===== src/rtl/calc_pkg.sv =====
// Shared types and constants for the BCD calculator sequencer:
// state encoding, key codes and ALU operation encodings.
package calc_pkg;

  localparam int N_DIGITS_DEFAULT = 4;

  typedef enum logic [2:0] {
    ST_ENTER_A  = 3'd0,
    ST_ENTER_B  = 3'd1,
    ST_EXEC     = 3'd2,
    ST_SHOW_RES = 3'd3,
    ST_ERROR    = 3'd4
  } state_t;

  typedef enum logic [1:0] {
    OP_ADD = 2'b00,
    OP_SUB = 2'b01,
    OP_MUL = 2'b10
  } alu_op_t;

  localparam logic [3:0] KEY_ADD = 4'hA;
  localparam logic [3:0] KEY_SUB = 4'hB;
  localparam logic [3:0] KEY_MUL = 4'hC;
  localparam logic [3:0] KEY_CLR = 4'hD;
  localparam logic [3:0] KEY_EQ  = 4'hE;

  function automatic alu_op_t key_to_op(input logic [3:0] code);
    case (code)
      KEY_SUB: return OP_SUB;
      KEY_MUL: return OP_MUL;
      default: return OP_ADD;
    endcase
  endfunction

endpackage


===== src/rtl/calc_sequencer_if.sv =====
// Key-event, ALU handshake and display bundle of the calculator sequencer.
// The master side is the sequencer; the slave side is keypad/ALU/display.
interface calc_sequencer_if #(
  parameter int N_DIGITS = calc_pkg::N_DIGITS_DEFAULT
);
  localparam int W = 4 * N_DIGITS;

  logic         key_valid;
  logic [3:0]   key_code;
  logic         alu_start;
  logic [1:0]   alu_op;
  logic [W-1:0] alu_a;
  logic [W-1:0] alu_b;
  logic         alu_done;
  logic [W-1:0] alu_result;
  logic         alu_err;
  logic [W-1:0] disp_value;
  logic [2:0]   disp_len;
  logic         err_flag;
  logic         busy;
  logic [2:0]   state_dbg;

  modport master (
    input  key_valid, key_code, alu_done, alu_result, alu_err,
    output alu_start, alu_op, alu_a, alu_b, disp_value, disp_len,
           err_flag, busy, state_dbg
  );

  modport slave (
    output key_valid, key_code, alu_done, alu_result, alu_err,
    input  alu_start, alu_op, alu_a, alu_b, disp_value, disp_len,
           err_flag, busy, state_dbg
  );

endinterface


===== src/rtl/bcd_entry_reg.sv =====
// BCD operand entry register: shifts digits in from the right up to N_DIGITS,
// with clear and preset. Next-state values are exported for registered display.
module bcd_entry_reg #(
  parameter int N_DIGITS = 4
) (
  input  logic                          clk,
  input  logic                          reset,
  input  logic                          load,
  input  logic [3:0]                    digit,
  input  logic                          clear,
  input  logic                          preset,
  input  logic [4*N_DIGITS-1:0]         preset_value,
  input  logic [$clog2(N_DIGITS+1)-1:0] preset_count,
  output logic [4*N_DIGITS-1:0]         value,
  output logic [$clog2(N_DIGITS+1)-1:0] count,
  output logic                          full,
  output logic [4*N_DIGITS-1:0]         value_next,
  output logic [$clog2(N_DIGITS+1)-1:0] count_next
);
  localparam int W  = 4 * N_DIGITS;
  localparam int CW = $clog2(N_DIGITS + 1);

  assign full = (count == CW'(N_DIGITS));

  // Clear beats preset beats digit shift; digits past a full operand are dropped.
  always_comb begin
    value_next = value;
    count_next = count;
    if (clear) begin
      value_next = '0;
      count_next = '0;
    end else if (preset) begin
      value_next = preset_value;
      count_next = preset_count;
    end else if (load && !full) begin
      value_next = {value[W-5:0], digit};
      count_next = count + 1'b1;
    end
  end

  always_ff @(posedge clk or posedge reset) begin
    if (reset) begin
      value <= '0;
      count <= '0;
    end else begin
      value <= value_next;
      count <= count_next;
    end
  end

endmodule


===== src/rtl/calc_sequencer.sv =====
// Keypad-to-ALU sequencer for the BCD calculator: builds A, op, B, runs the ALU
// and drives the display. Define CALC_CHAIN_EN to chain an operator onto a result.
module calc_sequencer
  import calc_pkg::*;
#(
  parameter int N_DIGITS    = N_DIGITS_DEFAULT,
  parameter int TIMEOUT_CYC = 255
) (
  input logic              clk,
  input logic              reset,
  calc_sequencer_if.master bus
);
  localparam int W  = 4 * N_DIGITS;
  localparam int CW = $clog2(N_DIGITS + 1);
  localparam int TW = $clog2(TIMEOUT_CYC + 1);
  localparam logic [TW-1:0] TMO_LAST = TW'(TIMEOUT_CYC - 1);

  logic is_digit, is_op, is_clear, is_eq;

  assign is_digit = bus.key_valid && (bus.key_code <= 4'd9);
  assign is_op    = bus.key_valid && ((bus.key_code == KEY_ADD) ||
                    (bus.key_code == KEY_SUB) || (bus.key_code == KEY_MUL));
  assign is_clear = bus.key_valid && (bus.key_code == KEY_CLR);
  assign is_eq    = bus.key_valid && (bus.key_code == KEY_EQ);

  state_t        state, state_n;
  alu_op_t       op, op_n;
  logic [W-1:0]  result, result_n;
  logic [TW-1:0] tmo, tmo_n;
  logic          start_n;
  logic [W-1:0]  disp_q, disp_n;
  logic [2:0]    len_q, len_n;
  logic          start_q, err_q, busy_q;

  logic          a_load, a_clear, a_preset, a_full, b_load, b_clear, b_full;
  logic [W-1:0]  a_preset_val, a_val, a_val_n, b_val, b_val_n;
  logic [CW-1:0] a_preset_cnt, a_cnt, a_cnt_n, b_cnt, b_cnt_n;

  bcd_entry_reg #(.N_DIGITS(N_DIGITS)) u_entry_a (
    .clk(clk), .reset(reset), .load(a_load), .digit(bus.key_code),
    .clear(a_clear), .preset(a_preset), .preset_value(a_preset_val),
    .preset_count(a_preset_cnt), .value(a_val), .count(a_cnt), .full(a_full),
    .value_next(a_val_n), .count_next(a_cnt_n)
  );

  bcd_entry_reg #(.N_DIGITS(N_DIGITS)) u_entry_b (
    .clk(clk), .reset(reset), .load(b_load), .digit(bus.key_code),
    .clear(b_clear), .preset(1'b0), .preset_value('0),
    .preset_count('0), .value(b_val), .count(b_cnt), .full(b_full),
    .value_next(b_val_n), .count_next(b_cnt_n)
  );

  function automatic logic [2:0] sig_len(input logic [W-1:0] v);
    logic [2:0] n;
    n = 3'd1;
    for (int i = 0; i < N_DIGITS; i++) begin
      if (v[4*i +: 4] != 4'd0) n = 3'(i + 1);
    end
    return n;
  endfunction

  // Clear pre-empts everything, including an ALU completion in the same cycle.
  always_comb begin
    state_n      = state;
    op_n         = op;
    result_n     = result;
    tmo_n        = tmo;
    start_n      = 1'b0;
    a_load       = 1'b0;
    a_clear      = 1'b0;
    a_preset     = 1'b0;
    a_preset_val = '0;
    a_preset_cnt = '0;
    b_load       = 1'b0;
    b_clear      = 1'b0;
    if (is_clear) begin
      state_n  = ST_ENTER_A;
      op_n     = OP_ADD;
      result_n = '0;
      tmo_n    = '0;
      a_clear  = 1'b1;
      b_clear  = 1'b1;
    end else begin
      case (state)
        ST_ENTER_A: begin
          if (is_digit) begin
            a_load = !a_full;
          end else if (is_op && (a_cnt != '0)) begin
            op_n    = key_to_op(bus.key_code);
            state_n = ST_ENTER_B;
          end
        end
        ST_ENTER_B: begin
          if (is_digit) begin
            b_load = !b_full;
          end else if (is_op && (b_cnt == '0)) begin
            op_n = key_to_op(bus.key_code);
          end else if (is_eq && (b_cnt != '0)) begin
            state_n = ST_EXEC;
            start_n = 1'b1;
            tmo_n   = '0;
          end
        end
        // A done arriving on the timeout cycle still delivers its result.
        ST_EXEC: begin
          if (bus.alu_done) begin
            if (bus.alu_err) begin
              state_n = ST_ERROR;
            end else begin
              result_n = bus.alu_result;
              state_n  = ST_SHOW_RES;
            end
          end else if (tmo == TMO_LAST) begin
            state_n = ST_ERROR;
          end else begin
            tmo_n = tmo + 1'b1;
          end
        end
        ST_SHOW_RES: begin
          if (is_digit) begin
            a_preset     = 1'b1;
            a_preset_val = W'(bus.key_code);
            a_preset_cnt = CW'(1);
            b_clear      = 1'b1;
            op_n         = OP_ADD;
            state_n      = ST_ENTER_A;
          end
`ifdef CALC_CHAIN_EN
          else if (is_op) begin
            a_preset     = 1'b1;
            a_preset_val = result;
            a_preset_cnt = CW'(N_DIGITS);
            b_clear      = 1'b1;
            op_n         = key_to_op(bus.key_code);
            state_n      = ST_ENTER_B;
          end
`endif
        end
        default: ;
      endcase
    end
  end

  // Display follows the state being entered so it is valid one cycle after a key.
  always_comb begin
    disp_n = disp_q;
    len_n  = len_q;
    case (state_n)
      ST_ENTER_A: begin
        disp_n = a_val_n;
        len_n  = 3'(a_cnt_n);
      end
      ST_ENTER_B: begin
        disp_n = (b_cnt_n == '0) ? a_val_n : b_val_n;
        len_n  = (b_cnt_n == '0) ? 3'(a_cnt_n) : 3'(b_cnt_n);
      end
      ST_SHOW_RES: begin
        disp_n = result_n;
        len_n  = sig_len(result_n);
      end
      ST_ERROR: begin
        disp_n = '0;
        len_n  = 3'd0;
      end
      default: ;
    endcase
  end

  always_ff @(posedge clk or posedge reset) begin
    if (reset) begin
      state   <= ST_ENTER_A;
      op      <= OP_ADD;
      result  <= '0;
      tmo     <= '0;
      start_q <= 1'b0;
      disp_q  <= '0;
      len_q   <= 3'd0;
      err_q   <= 1'b0;
      busy_q  <= 1'b0;
    end else begin
      state   <= state_n;
      op      <= op_n;
      result  <= result_n;
      tmo     <= tmo_n;
      start_q <= start_n;
      disp_q  <= disp_n;
      len_q   <= len_n;
      err_q   <= (state_n == ST_ERROR);
      busy_q  <= (state_n == ST_EXEC);
    end
  end

  assign bus.alu_start  = start_q;
  assign bus.alu_op     = op;
  assign bus.alu_a      = a_val;
  assign bus.alu_b      = b_val;
  assign bus.disp_value = disp_q;
  assign bus.disp_len   = len_q;
  assign bus.err_flag   = err_q;
  assign bus.busy       = busy_q;
  assign bus.state_dbg  = state;

endmodule


===== src/flat_wrapper.sv =====
// flat-port wrapper written by rule: the top's interface ports become plain ports
module calc_sequencer_flat import calc_pkg::*;
#(
  parameter int N_DIGITS    = N_DIGITS_DEFAULT,
  parameter int TIMEOUT_CYC = 255
)
  (clk, reset, bus_key_valid, bus_key_code, bus_alu_done, bus_alu_result, bus_alu_err, bus_alu_start, bus_alu_op, bus_alu_a, bus_alu_b, bus_disp_value, bus_disp_len, bus_err_flag, bus_busy, bus_state_dbg);
  calc_sequencer_if #(.N_DIGITS(N_DIGITS)) bus_i ();
  input logic clk;
  input logic reset;
  input wire logic [$bits(bus_i.key_valid)-1:0] bus_key_valid;
  input wire logic [$bits(bus_i.key_code)-1:0] bus_key_code;
  input wire logic [$bits(bus_i.alu_done)-1:0] bus_alu_done;
  input wire logic [$bits(bus_i.alu_result)-1:0] bus_alu_result;
  input wire logic [$bits(bus_i.alu_err)-1:0] bus_alu_err;
  output wire logic [$bits(bus_i.alu_start)-1:0] bus_alu_start;
  output wire logic [$bits(bus_i.alu_op)-1:0] bus_alu_op;
  output wire logic [$bits(bus_i.alu_a)-1:0] bus_alu_a;
  output wire logic [$bits(bus_i.alu_b)-1:0] bus_alu_b;
  output wire logic [$bits(bus_i.disp_value)-1:0] bus_disp_value;
  output wire logic [$bits(bus_i.disp_len)-1:0] bus_disp_len;
  output wire logic [$bits(bus_i.err_flag)-1:0] bus_err_flag;
  output wire logic [$bits(bus_i.busy)-1:0] bus_busy;
  output wire logic [$bits(bus_i.state_dbg)-1:0] bus_state_dbg;
  assign bus_i.key_valid = bus_key_valid;
  assign bus_i.key_code = bus_key_code;
  assign bus_i.alu_done = bus_alu_done;
  assign bus_i.alu_result = bus_alu_result;
  assign bus_i.alu_err = bus_alu_err;
  assign bus_alu_start = bus_i.alu_start;
  assign bus_alu_op = bus_i.alu_op;
  assign bus_alu_a = bus_i.alu_a;
  assign bus_alu_b = bus_i.alu_b;
  assign bus_disp_value = bus_i.disp_value;
  assign bus_disp_len = bus_i.disp_len;
  assign bus_err_flag = bus_i.err_flag;
  assign bus_busy = bus_i.busy;
  assign bus_state_dbg = bus_i.state_dbg;
  calc_sequencer #(.N_DIGITS(N_DIGITS), .TIMEOUT_CYC(TIMEOUT_CYC)) u_core (.clk(clk), .reset(reset), .bus(bus_i));
endmodule

===== config.mk =====
export PLATFORM = sky130hd
export DESIGN_NAME = calc_sequencer_flat
export DESIGN_NICKNAME = d
export VERILOG_FILES = /design/src/rtl/calc_pkg.sv /design/src/rtl/calc_sequencer_if.sv /design/src/rtl/bcd_entry_reg.sv /design/src/rtl/calc_sequencer.sv /design/src/flat_wrapper.sv
export SDC_FILE = /design/constraint.sdc
export NUM_CORES = 1
export LEC_CHECK = 0
export CORE_UTILIZATION = 61
export CTS_CLUSTER_SIZE = 10
export DETAILED_ROUTE_END_ITERATION = 12
export DONT_BUFFER_PORTS = 1
export GPL_ROUTABILITY_DRIVEN = 1
export PLACE_DENSITY_LB_ADDON = 0.1
export SLEW_MARGIN = 0
export SYNTH_ARGS = -nofsm -noshare
export SYNTH_HDL_FRONTEND = slang
export SYNTH_SLANG_ARGS = --single-unit

===== constraint.sdc =====
create_clock -name clk -period 6.8 [get_ports clk]
set_clock_uncertainty 0.15 [all_clocks]
set_input_delay 0.68 -clock clk [delete_from_list [all_inputs] [get_ports clk]]
set_output_delay 0.68 -clock clk [all_outputs]
set_load 0.05 [all_outputs]

==> results of run 1 <==
[cell usage in the layout (no fill, tap or decap), types with 4 or more instances in the layout]
| cell | instances |
|---|---|
| a21oi_1 | 39 |
| a221oi_2 | 10 |
| and3_1 | 7 |
| buf_4 | 4 |
| clkbuf_8 | 9 |
| dfrtp_1 | 89 |
| ha_1 | 6 |
| inv_1 | 9 |
| mux2_1 | 7 |
| mux2_4 | 6 |
| mux2i_1 | 17 |
| nand2_1 | 87 |
| nand2b_1 | 6 |
| nand3_1 | 12 |
| nor2_1 | 51 |
| nor2b_1 | 5 |
| nor3_1 | 4 |
| o21ai_0 | 16 |
| o221ai_1 | 5 |
| o31ai_1 | 7 |
| o31ai_2 | 11 |
| o32ai_1 | 4 |
| or4_1 | 5 |
[sequential cells by signal, summed over array words and instances (netlist names)]
register	flops
u_core.tmo	8
u_core.result	16
u_core.bus.alu_op	2
u_core.bus.alu_start	1
u_core.bus.disp_len	3
u_core.u_entry_b.value	16
u_core.bus.busy	1
u_core.bus.err_flag	1
u_core.u_entry_b.count	3
u_core.u_entry_a.value	16
u_core.u_entry_a.count	3
u_core.bus.state_dbg	3
u_core.bus.disp_value	16
[layout make-up]
| type | count | area, µm² |
|---|---|---|
| Multi-Input combinational cell | 380 | 2560 |
| Clock buffer | 9 | 124 |
| Inverter | 11 | 42.5 |
| Timing Repair Buffer | 4 | 30.0 |
| Tap cell | 102 | 128 |
| Sequential cell | 89 | 2230 |
| Fill cell | 667 | 2670 |
| Clock inverter | 7 | 65.1 |
[logic make-up (layout without fill, tap and decap cells)]
logic type	after synthesis	count (layout)
compound gates	132	132
xor+xnor	2	2
fa+ha+maj	6	6
buf+inv	43	31
flops	89	89
mux	33	33
simple gates	207	207
[Yosys cell counts, types with 10 or more instances]
cell,instances
a21oi_1,39
a221oi_2,10
buf_2,16
dfrtp_1,89
inv_1,10
mux2i_1,17
nand2_1,87
nand3_1,12
nor2_1,51
o21ai_0,16
o31ai_2,11
[worst min path at each step]
stage,start,to,slack [ns],cells after the start
2_1_floorplan,u_core.tmo[6],u_core.tmo[6],0.32,1
3_3_place_gp,u_core.tmo[6],u_core.tmo[6],0.35,1
3_5_place_dp,u_core.tmo[5],u_core.tmo[5],0.37,1
4_1_cts,reset,u_core.bus.alu_op[1],0.04,1
5_1_grt,reset,u_core.u_entry_b.value[1],0.05,1
6_report,reset,u_core.u_entry_b.value[1],0.02,1
[per-stage QoR]
step / hold WS (ns) / setup slack, ns / cells / power (mW) / utilization
after floorplan: 0.316 / 3.66 / 512 / 2.35 / -
after global placement: 0.355 / 2.98 / 586 / 2.56 / 0.636
after detailed placement: 0.368 / 2.84 / 586 / 2.61 / 0.636
after CTS: 0.0369 / 2.82 / 602 / 2.96 / 0.660
after global routing: 0.0536 / 2.51 / 602 / 3.13 / 0.660
final: 0.0153 / 2.79 / 602 / 2.97 / 0.660
[routing by layer]
layer	wire length (µm)	track usage	up-vias
li1	-	-	1835
met1	5580	0.453	1901
met2	5500	0.434	179
met3	1220	0.0846	20
met4	226	0.100	0
met5	0	0	-
[critical path, cell delays in order (launching register included)]
cell and delay, ns:
dfrtp_1 1.01, nor3b_2 0.21, and2_1 0.45, a2111oi_4 0.65, nor2_2 0.13, nor2_1 0.90
a221oi_1 0.11, o31ai_1 0.30
[power by group through the flow]
stage / combinational [mW] / sequential [mW] / clock, mW
floorplan: 0.966 / 1.38 / 0
global placement: 1.11 / 1.45 / 0
detailed placement: 1.15 / 1.46 / 0
CTS: 1.15 / 1.45 / 0.363
global route: 1.28 / 1.47 / 0.382
finish: 1.16 / 1.45 / 0.358
==> impl_metrics.env, run 1 <==
export IMPL_p_sw_mw=1.63
export IMPL_r2r_slack_ns=2.79
export IMPL_syn2layout_area_growth_pct=3.45
export IMPL_dp_hpwl_mm=9.19
export IMPL_routabilityCongestion=0.850
export IMPL_clkPwrFrac=0.121
export IMPL_synth_cells=512
export IMPL_crit_path_end_kind="register"
export IMPL_worstSetupStartpointType="register"
export IMPL_finalCritPeriodShare=0.589
export IMPL_numClockSinks=89
export IMPL_first_global_vias=3762
export IMPL_synthArstFlopShare=1.00
export IMPL_maxSlewViolCount=0
export IMPL_cts_root_buf="clkbuf_8"
export IMPL_vias_per_cell=6.54
export IMPL_htreeDepth=3
export IMPL_netlist_area_um2=5010
export IMPL_synth_enable_flop_cells=0
export IMPL_synthTopCellsByArea="dfrtp_1, nand2_1, a21oi_1"
export IMPL_num_rows=32
export IMPL_first_pass_iters=5
export IMPL_synth_top_area_cell="dfrtp_1"
export IMPL_stdcell_area_um2=5180
export IMPL_tightest_slew_ns=1.15
export IMPL_nets=526
export IMPL_synth_fa_ha_area_frac=0.0150
export IMPL_overflow=0
export IMPL_hold_buffers=0
export IMPL_leakage_nw=2.35
export IMPL_path_clk_slew_ns=0.10
export IMPL_irDropWorstVdd_mv=0.282
export IMPL_cp_arrival_ns=4.13
export IMPL_fmax_ghz=0.250
export IMPL_initialDrtViolationCount=283
export IMPL_avgSynthCellArea_um2=9.78
export IMPL_cts_tree="done"
export IMPL_coreArea_um2=7850
export IMPL_synthFlopType="dfrtp_1"
export IMPL_swShare=0.548
export IMPL_antenna_found_initial=0
export IMPL_finalSetupViolCount=0
export IMPL_io_buffer_count=0
export IMPL_maxCapViolations=0
export IMPL_post_cts_buffers=0
export IMPL_p_per_area_nw_per_um2=573
export IMPL_hold_viol=0
export IMPL_intPower_mw=1.34
export IMPL_rr_startpoint="u_core.bus.state_dbg[2]"
export IMPL_synth_mux_area_frac=0.0745
export IMPL_numCtsBuffers=9
export IMPL_antenna_left=0
export IMPL_synth_xor_area_frac=0.00350
export IMPL_seq_power_share=0.487
export IMPL_grt_setup_unrepaired="false"
export IMPL_drc=0
export IMPL_drive_gt1_frac=0.142
export IMPL_cts_buffer_depth=2
export IMPL_critPathMaxFanout=20
export IMPL_critPathLaunch="u_core.bus.state_dbg[2]"
export IMPL_grt_pass1_wl_mm=19.8
export IMPL_status="finished clean"
export IMPL_syn_nets=543
export IMPL_ys_types=73
export IMPL_tns_ns=0
export IMPL_min_delay_path_class="in -> async"
export IMPL_initial_core_util=0.638
export IMPL_synth_top_area_share=0.445
export IMPL_worstSetupEndpoint="u_core.bus.disp_value[13]"
export IMPL_num_io_pins=84
export IMPL_grt_use_total=0.306
export IMPL_grt_max_degree=66
export IMPL_die_area_um2=8570
export IMPL_r2r_end="u_core.bus.disp_value[13]"
export IMPL_comb_power_share=0.392
export IMPL_cts_resized=0
export IMPL_criticalPathCategory="reg -> reg"
export IMPL_synth_simple_gate_area_share=0.200
export IMPL_synth_compound_gate_area_share=0.218
export IMPL_fp_dieH_um=92.6
export IMPL_die_x_um=92.6
export IMPL_ys_ff_latch=89
export IMPL_cp_required_ns=6.92
export IMPL_num_vias=3935
export IMPL_clk_latency_ns=0.37
export IMPL_layout_min_cycle_time_ns=4.01
export IMPL_place_area_um2=4990
export IMPL_route_detailed_wl_per_inst_um=20.8
export IMPL_routed_wl_mm=12.5
export IMPL_synth_top_family_by_area="compound AO/OA/AOI/OAI gates"
export IMPL_max_slew_margin=0.232
export IMPL_yosysWarnings=0
export IMPL_yosysSeqAreaShare=0.445
export IMPL_diodes=0
export IMPL_rr_worst_depth=7
No activity file was read; power rests on OpenSTA's default activity.
==> run 2: changes to the inputs <==
==> constraint.sdc (replaced) <==
create_clock -name clk -period 3.7 [get_ports clk]
set_clock_uncertainty 0.15 [all_clocks]
set_input_delay 0.37 -clock clk [delete_from_list [all_inputs] [get_ports clk]]
set_output_delay 0.37 -clock clk [all_outputs]
set_load 0.05 [all_outputs]
==> impl_metrics.env, run 2 (synthesis results as in run 1) <==
export IMPL_rr_worst_depth=10
export IMPL_coreArea_um2=7850
export IMPL_min_delay_path_class="in -> reg"
export IMPL_max_slew_margin=0.252
export IMPL_num_io_pins=84
export IMPL_use_met1=0.477
export IMPL_r2r_end="u_core.bus.disp_value[12]"
export IMPL_nets=537
export IMPL_die_area_um2=8570
export IMPL_place_area_um2=5060
export IMPL_finalCritPeriodShare=0.906
export IMPL_dp_hpwl_mm=9.23
export IMPL_path_clk_slew_ns=0.09
export IMPL_leakage_nw=2.42
export IMPL_cp_num_buf_inv=2
export IMPL_htreeDepth=3
export IMPL_finalSetupViolCount=0
export IMPL_antenna_found_initial=0
export IMPL_multiInputGateArea_um2=2560
export IMPL_grt_pass1_wl_mm=20.4
export IMPL_power_mw=5.55
export IMPL_cp_top_family="compound AO/OA/AOI/OAI gates"
export IMPL_worstSetupStartpointType="register"
export IMPL_initial_core_util=0.638
export IMPL_min_path_cells=2
export IMPL_antenna_left=0
export IMPL_mostFrequentLayoutCell="dfrtp_1"
export IMPL_post_cts_buffers=0
export IMPL_clk_latency_ns=0.37
export IMPL_status="finished clean"
export IMPL_route_detailed_wl_per_inst_um=20.6
export IMPL_fillers=624
export IMPL_holdCritStartpoint="bus_key_code[3]"
export IMPL_grt_setup_unrepaired="false"
export IMPL_first_pass_iters=5
export IMPL_layout_min_cycle_time_ns=3.35
export IMPL_routabilityCongestion=0.888
export IMPL_num_vias=3963
export IMPL_tns_ns=0
export IMPL_stdcell_area_um2=5290
export IMPL_drc=0
export IMPL_first_global_vias=3748
export IMPL_cts_root_buf="clkbuf_8"
export IMPL_maxSlewViolCount=0
export IMPL_final_util=0.674
export IMPL_num_rows=32
export IMPL_maxCapViolations=0
export IMPL_fin_ws_ns=0.349
export IMPL_ff_latch_area_um2=2230
export IMPL_overflow=0
export IMPL_fp_dieH_um=92.6
export IMPL_drive_gt1_frac=0.157
export IMPL_irDropWorstVdd_mv=0.461
export IMPL_met2_usage=0.444
export IMPL_p_per_area_nw_per_um2=1050
export IMPL_holdPathEnd="u_core.bus.alu_op[0]"
export IMPL_io_buffer_count=0
export IMPL_grt_use_total=0.314
export IMPL_vias_per_cell=6.46
export IMPL_crit_path_end_kind="register"
export IMPL_mostFrequentLayoutCells="dfrtp_1, nand2_1, nor2_1"
export IMPL_numClockSinks=89
export IMPL_r2r_slack_ns=0.35
export IMPL_post_place_ws_ns=0.392
export IMPL_cp_required_ns=3.82
export IMPL_cts_buffer_depth=2
export IMPL_numCtsBuffers=9
export IMPL_crit_slowest_cell="nor2_1"
export IMPL_routed_wl_mm=12.6
export IMPL_criticalPathCategory="reg -> reg"
export IMPL_critPathMaxStageDelay_ns=0.86
export IMPL_diodes=0
export IMPL_globalRouteMet3Util=0.0854
export IMPL_hold_viol=0
export IMPL_grt_max_degree=40
export IMPL_cp_arrival_ns=3.47
export IMPL_busiest_layer="met1"
export IMPL_initialDrtViolationCount=253
export IMPL_syn2layout_area_growth_pct=5.62
export IMPL_die_x_um=92.6
export IMPL_fmax_ghz=0.298
export IMPL_tightest_slew_ns=1.12
export IMPL_cp_cell_sequence="inv_1 -> ha_1 -> and4b_1 -> a22o_1 -> o211ai_1 -> a211o_1 -> clkinv_1 -> nor2_1 -> a221oi_1 -> o31ai_1"
export IMPL_cts_tree="done"
export IMPL_rr_startpoint="u_core.tmo[0]"
export IMPL_critPathMaxFanout=12
## run 2: cell types whose count changed in the layout (fill, tap and decap cells not counted)
cell	before	now
buf_4	4	13
bufinv_16	0	1
clkbuf_8	9	10
dlygate4sd3_1	0	2
inv_8	2	0
## run 2: worst max path at each step
stage / startpoint / endpoint / slack, ns / cells past startpoint
after floorplan: u_core.bus.state_dbg[2] / u_core.bus.disp_value[15] / 0.85 / 10
final: u_core.tmo[0] / u_core.bus.disp_value[12] / 0.35 / 10
after CTS: u_core.tmo[0] / u_core.bus.disp_value[12] / 0.36 / 10
after global routing: u_core.tmo[0] / u_core.bus.disp_value[12] / 0.08 / 10
after global placement: u_core.bus.state_dbg[1] / u_core.bus.disp_value[13] / 0.58 / 7
after detailed placement: u_core.tmo[0] / u_core.bus.disp_value[12] / 0.39 / 10
## run 2: through the flow
| stage | std cells | hold slack [ns] |
|---|---|---|
| CTS | 613 | 0.00575 |
| detailed placement | 595 | 0.0753 |
| floorplan | 512 | 0.316 |
| global route | 613 | 0.0186 |
| global placement | 595 | 0.0675 |
| finish | 613 | 0.00772 |
## run 2: power breakdown
| group | total [mW] | switching [mW] | leakage (nW) | internal, mW |
|---|---|---|---|---|
| registers | 2.61 | 1.27 | 1.17 | 1.34 |
| logic | 2.23 | 1.33 | 1.14 | 0.896 |
| clock network | 0.714 | 0.375 | 0.104 | 0.339 |
## run 2: per-layer routing
metal,vias up,wire [µm]
met5,-,0
met4,0,148
met3,14,1230
met2,165,5460
met1,1923,5800
li1,1861,-
## run 2: timing repair
action                                 CTS  global route
gates resized for setup                  0             0
endpoints found under the hold margin   16             0
hold buffers                             2             0
## run 2: cell type report
class,instances,area share
clock buffer,10,0.0260
clock inverter,6,0.0137
inverter,11,0.00804
multi-input combinational,380,0.485
sequential,89,0.421
tap,102,0.0241
timing repair buffer,15,0.0222
